**src/rtl/muldiv32.sv**
```systemverilog
// Iterative 32-bit multiply/divide unit with HI/LO registers (MULT/MULTU/DIV/DIVU/MTHI/MTLO).
// One 33-bit add/subtract per iteration; signed ops run on magnitudes and are sign-fixed at the end.
module muldiv32 #(
   parameter int WIDTH = 32
) (
   input  logic             clk,
   input  logic             rst_n,
   input  logic             start,
   input  logic [1:0]       op,
   input  logic [WIDTH-1:0] A,
   input  logic [WIDTH-1:0] B,
   input  logic             hi_we,
   input  logic             lo_we,
   input  logic [WIDTH-1:0] wdata,
   output logic             busy,
   output logic             done,
   output logic             div_zero,
   output logic [WIDTH-1:0] hi,
   output logic [WIDTH-1:0] lo
);

   typedef enum logic [1:0] {IDLE, CALC, FIX, DONE} state_t;

   state_t           state, state_nxt;
   logic [4:0]       cnt;
   logic             div_op, neg_q, neg_r;
   logic [WIDTH-1:0] p_hi, p_lo, m;

   logic             launch, div_by_zero;
   logic [WIDTH-1:0] abs_a, abs_b;
   logic [WIDTH:0]   mul_sum, r_sh, diff;

   assign launch      = start && !busy;
   assign div_by_zero = op[1] && (B == '0);
   assign abs_a       = (op[0] && A[WIDTH-1]) ? -A : A;
   assign abs_b       = (op[0] && B[WIDTH-1]) ? -B : B;

   // Multiply: conditional add into P_hi with carry; divide: trial subtract on shifted remainder.
   assign mul_sum = {1'b0, p_hi} + (p_lo[0] ? {1'b0, m} : {(WIDTH+1){1'b0}});
   assign r_sh    = {p_hi, p_lo[WIDTH-1]};
   assign diff    = r_sh - {1'b0, m};

   always_comb begin
      state_nxt = state;
      case (state)
         IDLE, DONE: begin
            if (start)            state_nxt = div_by_zero ? DONE : CALC;
            else if (state == DONE) state_nxt = IDLE;
         end
         CALC:    if (cnt == 5'd31) state_nxt = FIX;
         FIX:     state_nxt = DONE;
         default: state_nxt = IDLE;
      endcase
   end

   always_ff @(posedge clk or negedge rst_n) begin
      if (!rst_n) begin
         state <= IDLE;
         busy  <= 1'b0;
         done  <= 1'b0;
      end else begin
         state <= state_nxt;
         busy  <= (state_nxt == CALC) || (state_nxt == FIX);
         done  <= (state_nxt == DONE);
      end
   end

   always_ff @(posedge clk or negedge rst_n) begin
      if (!rst_n) begin
         cnt      <= '0;
         div_op   <= 1'b0;
         neg_q    <= 1'b0;
         neg_r    <= 1'b0;
         p_hi     <= '0;
         p_lo     <= '0;
         m        <= '0;
         div_zero <= 1'b0;
         hi       <= '0;
         lo       <= '0;
      end else begin
         if (!busy) begin
            if (hi_we) hi <= wdata;
            if (lo_we) lo <= wdata;
         end
         if (launch) begin
            div_op   <= op[1];
            neg_q    <= op[0] & (A[WIDTH-1] ^ B[WIDTH-1]);
            neg_r    <= op[0] & A[WIDTH-1];
            cnt      <= '0;
            div_zero <= 1'b0;
            p_hi     <= '0;
            p_lo     <= op[1] ? abs_a : abs_b;
            m        <= op[1] ? abs_b : abs_a;
            // Zero divisor finishes at launch and overrides a coincident move write.
            if (div_by_zero) begin
               hi       <= A;
               lo       <= '1;
               div_zero <= 1'b1;
            end
         end else if (state == CALC) begin
            cnt <= cnt + 5'd1;
            if (div_op) begin
               p_lo <= {p_lo[WIDTH-2:0], ~diff[WIDTH]};
               p_hi <= diff[WIDTH] ? r_sh[WIDTH-1:0] : diff[WIDTH-1:0];
            end else begin
               p_hi <= mul_sum[WIDTH:1];
               p_lo <= {mul_sum[0], p_lo[WIDTH-1:1]};
            end
         end else if (state == FIX) begin
            if (div_op) begin
               lo <= neg_q ? -p_lo : p_lo;
               hi <= neg_r ? -p_hi : p_hi;
            end else begin
               {hi, lo} <= neg_q ? -{p_hi, p_lo} : {p_hi, p_lo};
            end
         end
      end
   end

endmodule

```
**config.mk**
```make
export PLATFORM = sky130hd
export DESIGN_NAME = muldiv32
export DESIGN_NICKNAME = d
export VERILOG_FILES = /design/src/rtl/muldiv32.sv
export SDC_FILE = /design/constraint.sdc
export NUM_CORES = 1
export LEC_CHECK = 0
export BUFFER_PORTS_ARGS = -buffer_cell sky130_fd_sc_hd__clkbuf_2
export CORE_MARGIN = 5
export CORE_UTILIZATION = 60
export CTS_CLUSTER_SIZE = 24
export DETAILED_ROUTE_END_ITERATION = 8
export MAX_ROUTING_LAYER = met4
export PLACE_DENSITY_LB_ADDON = 0.08
export RECOVER_POWER = 50
export SLEW_MARGIN = 20
export SYNTH_ARGS = -nofsm -noshare
export SYNTH_HDL_FRONTEND = slang
export SYNTH_SLANG_ARGS = --single-unit
```
**constraint.sdc**
```tcl
create_clock -name clk -period 9.8 [get_ports clk]
set_input_delay 2.94 -clock clk [delete_from_list [all_inputs] [get_ports clk]]
set_output_delay 2.94 -clock clk [all_outputs]
set_load 0.01 [all_outputs]
```
# [Word level (Yosys, flattened, before mapping)]
# Index checks and enable logic that the tools add are counted.
[word_totals] ram_bits=0 out_inout_bits=67 regBits=173 in_bits=103 n_memories=0 romBits=0 latchBits=0 wordCells=79
[classes] bitwise=4 n_reduce_logical=10 multipliers=0 order_cmp=0 div=0 n_mux=37 addsub=8 shift=0 n_eq_ne=7
[ops] operator="two-way mux 32 bit" count=28
[ops] operator="negator 32 bit" count=4
[ops] operator="two-way mux 64 bit" count=1
[ops] operator="negator 64 bit" count=1
[ops] operator="adder 32 x 32 -> 33 bit" count=1
[ops] operator="subtractor 33 x 32 -> 33 bit" count=1
[ops] operator="logical NOT 32 bit" count=1
[ops] operator="two-way mux 5 bit" count=2
[ops] operator="equality test 2 bit (second input constant)" count=4
[ops] operator="two-way mux 2 bit" count=4
[ops] operator="one-hot mux 2 bit (3 select lines)" count=1
[ops] operator="adder 5 x 1 -> 5 bit (second input constant)" count=1
[ops] operator="equality test 5 bit (second input constant)" count=1
[ops] operator="equality test 2 x 1 -> 1 bit (second input constant)" count=2
[ops] operator="logical AND 1 bit" count=4
[ops] operator="AND 1 bit" count=2
[ops] operator="logical NOT 2 bit" count=1
[ops] operator="nonzero test 2 bit" count=1
[ops] operator="OR reduction 2 bit" count=1
[ops] operator="logical NOT 1 bit" count=1
[ops] operator="logical OR 1 bit" count=1
[ops] operator="two-way mux 1 bit" count=1
[ops] operator="NOT 1 bit" count=1
[ops] operator="XOR 1 bit" count=1

# [Longest topological paths before layout]
[depth] depth_word=7 ltp_mapped=14 depth_no_buf=13

# [Least setup slack after synthesis]
# Ideal clock, no wire load.
[synth_timing] path_kind="input port to flip-flop" start="in B[1]" end="reg hi[17]" t_arrival_ns=5.414 setup_time_ns=0.134 setup_slack_ns=4.252 required_time_ns=9.666 path_stages=12 cell_sequence="inv_1 ha_1 or4b_2 or3_1 and3b_1 nand2_1 or2_1 clkbuf_1 buf_2 buf_2 o211ai_1 o21ai_0"
[synth_between] elab_chain_len=4
[synth_rtl] element="from (decl)" line="11" rtl="input logic [WIDTH-1:0] B,"
[synth_rtl] element="logical NOT 32 bit" line="34" rtl="assign div_by_zero = op[1] && (B == '0);"
[synth_rtl] element="logical AND 1 bit" line="34"
[synth_rtl] element="two-way mux 32 bit" line="95" rtl="if (div_by_zero) begin"
[synth_rtl] element="two-way mux 32 bit" line="85" rtl="if (launch) begin"
[synth_rtl] element="to (signal assigned)" line="82" rtl="if (hi_we) hi <= wdata;"
[synth_rtl] element="to (signal assigned)" line="112" rtl="hi <= neg_r ? -p_hi : p_hi;"
[synth_rtl] element="to (signal assigned)" line="114" rtl="{hi, lo} <= neg_q ? -{p_hi, p_lo} : {p_hi, p_lo};"
[synth_rtl] element="to (decl)" line="18" rtl="output logic [WIDTH-1:0] hi,"
# Every way passes these cells.
# A chain may end at the register's enable or synchronous reset.

# [Worst setup path after layout]
[layout_timing] start="in start" end="reg hi[12]"
[layout_between] elab_chain_len=2
[layout_rtl] element="from (decl)" line="8" rtl="input logic start,"
[layout_rtl] element="logical AND 1 bit" line="33" rtl="assign launch = start && !busy;"
[layout_rtl] element="two-way mux 32 bit" line="85"
# Every way passes these cells.

==> qor.csv <==
stage;metric;value;unit
detailed_routing;Post-DRT Antenna Nets;0;
pwr;P per Cell Area;378;nW/um^2
setup_path;FF-to-FF End;hi[12];
sta;slew at the pin closest to its max-slew limit;3930;ps
logic_synthesis;syn_area_per_cell;7.60;um^2
detailed_routing;Pre-antenna DRT Iters;6;
logic_synthesis;synth cell count leaders;286 x nand2_1, 229 x o21ai_0, 177 x nor2_1;
grt;wire length of the first global-routing pass;91600;um
logic_synthesis;Net Count, Synth;2280;
grt;largest net degree at the start of global routing;104;
setup_path;WS Path Type;input port to register;
setup_path;CP max-delay cell;clkbuf_1;
floorplanning;Top Ports;170;
final_layout;ratio of cells with drive above 1 in the final layout;7.97;%
sta;endpoints failing hold;0;
floorplanning;Site Rows;59;
clocking;H-Tree Depth;4;
setup_path;CP endpoint kind;register;
setup_path;slowest stage delay, CP;1720;ps
logic_synthesis;synth top area cells;dfrtp_1 27%, o21ai_0 7.2%, nand2_1 6.7%;
detailed_routing;Vias/cell;6.77;
final_layout;Antenna Cells;0;
floorplanning;Die Span Y;173;um
clocking;TritonCTS buffer count;17;
grt;Overflow after GRT;0;
place;Placed Area;16900;um^2
setup_path;Crit path arrival time;7830;ps
sta;Setup Viol. Count Final;0;
logic_synthesis;post-synthesis register bit count;173;
floorplanning;initial core utilization;61.1;%
grt;antenna violations before repair;0;
sta;setup TNS;0;ps
clocking;clk slew on worst S/H paths;70;ps
grt;GRT Total Usage;39.5;%
clocking;Bufs on Longest Clock Path;2;
detailed_routing;Met2 Wirelength;25300;um
clocking;TritonCTS clock tree;done;
detailed_routing;Vias;17100;
logic_synthesis;number of synthesized flops with an enable pin;0;
min_path;Hold Path Cell Cnt;1;
min_path;Hold/Removal Path Class;register to register;
clocking;Root Buffer;clkbuf_16;
setup_path;R2R Setup Slk;4340;ps
detailed_routing;highest routed layer;met4;
sta;Slew HR;-162;%
logic_synthesis;synth unique cells;76;
setup_path;startpoint types;input port;
clocking;Clock Sink Count;173;
place;HPWL Detailed;46400;um
logic_synthesis;largest area contributor in the netlist;dfrtp_1;
sta;Tcrit/Tclk final;76.6;%
detailed_routing;met3 routed WL;7420;um
floorplanning;core footprint;26100;um^2
clocking;postcts setup bufs;0;
detailed_routing;Routed met1 length;24900;um
logic_synthesis;register area share after synthesis;27.1;%
final_layout;Design Area, Final;17400;um^2
sta;clock skew;13.7;ps
detailed_routing;total wire length;59900;um
logic_synthesis;Yosys top cell area share;27.1;%
logic_synthesis;ys flop type;dfrtp_1;
sta;Final Max Tran Viols;257;
logic_synthesis;Post-Syn Instances;2102;
min_path;Hold EP;m[29];
setup_path;Critical Path, Cell by Cell;clkbuf_1, nand2b_1, clkbuf_1, nand2_1, buf_4, o21ai_0, o21ai_0, o21ai_0;
min_path;hold path startpoint;m[29];
setup_path;most used cell, CP;o21ai_0;
detailed_routing;drt wl/cell;23.8;um
sta;Min Clock Period, post-route;7510;ps
clocking;cts repair resizes;0;
floorplanning;Die X;173;um
clocking;Post-CTS Hold Fix Bufs;0;
setup_path;required time worst endpoint;10120;ps
status;outcome;finished with violations;
clocking;clock latency at the later pin of the worst-skew pair;440;ps
detailed_routing;Post-route DRC;0;
final_layout;P&R area growth vs syn;8.86;%
place;IO Port Bufs;169;
final_layout;Layout Nets;2348;
sta;RSZ-0062 raised after global routing;no;
logic_synthesis;most frequent cell after synthesis;nand2_1;
flow_run;Max Cap Viol;5;
pwr;Worst VDD drop;0.261;mV
logic_synthesis;synth warn;0;
setup_path;r2r startpoint;busy;
sta;fmax;133;MHz
floorplanning;full die area;30000;um^2
setup_path;CP Max Fanout;54;
setup_path;path depth of the worst reg2reg path;7;
logic_synthesis;Mapped Area;16000;um^2
logic_synthesis;Async S/R FF share, synth;100;%
grt;number of global-route vias before repair;15700;
pwr;leak pwr;7.59;nW
place;RePlAce Congestion;1.04;
detailed_routing;Detailed Route Iter0 Violations;2459;
status;failing checks;capacitance limit, slew limit;
[logic make-up (layout without fill, tap and decap cells)]
logic type,count (synthesis),count (layout),synth area share (%)
buf+inv,206,287,4.89
mux,103,103,6.49
fa+ha+maj,75,75,5.97
simple gates,690,690,19.9
xor+xnor,178,178,9.81
flops,173,173,27.1
compound gates,677,677,25.9
[layout by cell type (no fill, tap or decap), drive strengths merged, types with 9 or more instances in the layout]
cell type  count
a21o          23
a21oi        165
a221oi        11
a22oi         17
a31oi         44
and2          21
and3          10
buf           15
clkbuf       189
dfrtp        173
ha            73
inv           73
mux2i         98
nand2        286
nand2b        16
nand3         34
nand4         17
nor2         177
nor2b         15
nor3          35
nor4          15
o211ai        60
o21a           9
o21ai        231
o22ai         11
o31ai         23
o41ai         12
or3           19
or4           13
xnor2         94
xor2          84
[report_power, final]
group	switching [W]	internal (W)	total, W	leakage [nW]
registers	0.000514	0.00106	0.00157	2.09
logic	0.00268	0.00160	0.00427	5.20
clock network	0.000354	0.000370	0.000724	0.298
[cell type report]
cell class,count,area (um^2)
Clock buffer,17,425
Timing Repair Buffer,187,883
Fill cell,2351,8750
Tap cell,335,419
Clock inverter,15,196
Multi-Input combinational cell,1723,10900
Inverter,68,255
Sequential cell,173,4330
[critical path, delay by kind of cell]
| family | cells | cell delay (ps) |
|---|---|---|
| AND/OR/NAND/NOR | 2 | 2070 |
| buffers and inverters | 3 | 2360 |
| AO/OA/AOI/OAI | 3 | 370 |
[through the flow]
step / instances / worst slack [ps] / utilization, % / power [W] / hold WS (ps)
floorplan: 2102 / 4250 / - / 0.00441 / 449
global placement: 2486 / 3360 / 64.6 / 0.00563 / 463
detailed placement: 2486 / 3230 / 64.6 / 0.00573 / 470
CTS: 2518 / 3680 / 67.0 / 0.00646 / 485
global route: 2518 / 1660 / 66.5 / 0.00700 / 506
finish: 2518 / 2290 / 66.5 / 0.00657 / 483
[worst max-delay path by stage]
stage               start  slack [ps]  depth (start not counted)      to
floorplan            B[1]        4250                         12  hi[17]
global placement    op[1]        3360                          9  hi[19]
detailed placement  op[1]        3230                          9  hi[19]
CTS                 op[1]        3680                          9  hi[19]
global route        rst_n        1660                          2  div_op
finish              start        2290                          8  hi[12]
[state kept, by name, indices dropped and copies added, names as in the netlist, 2 cells and up]
name	cells
lo	32
cnt	5
m	32
p_hi	32
p_lo	32
state	2
hi	32
[routing by layer]
layer | vias to the layer above | global-route usage (%)
met3 | 162 | 8.30
met4 | 0 | 12.8
li1 | 7692 | -
met5 | - | -
met2 | 1126 | 56.8
met1 | 8076 | 55.8
Note: power is estimated with default switching activity, not from simulation.
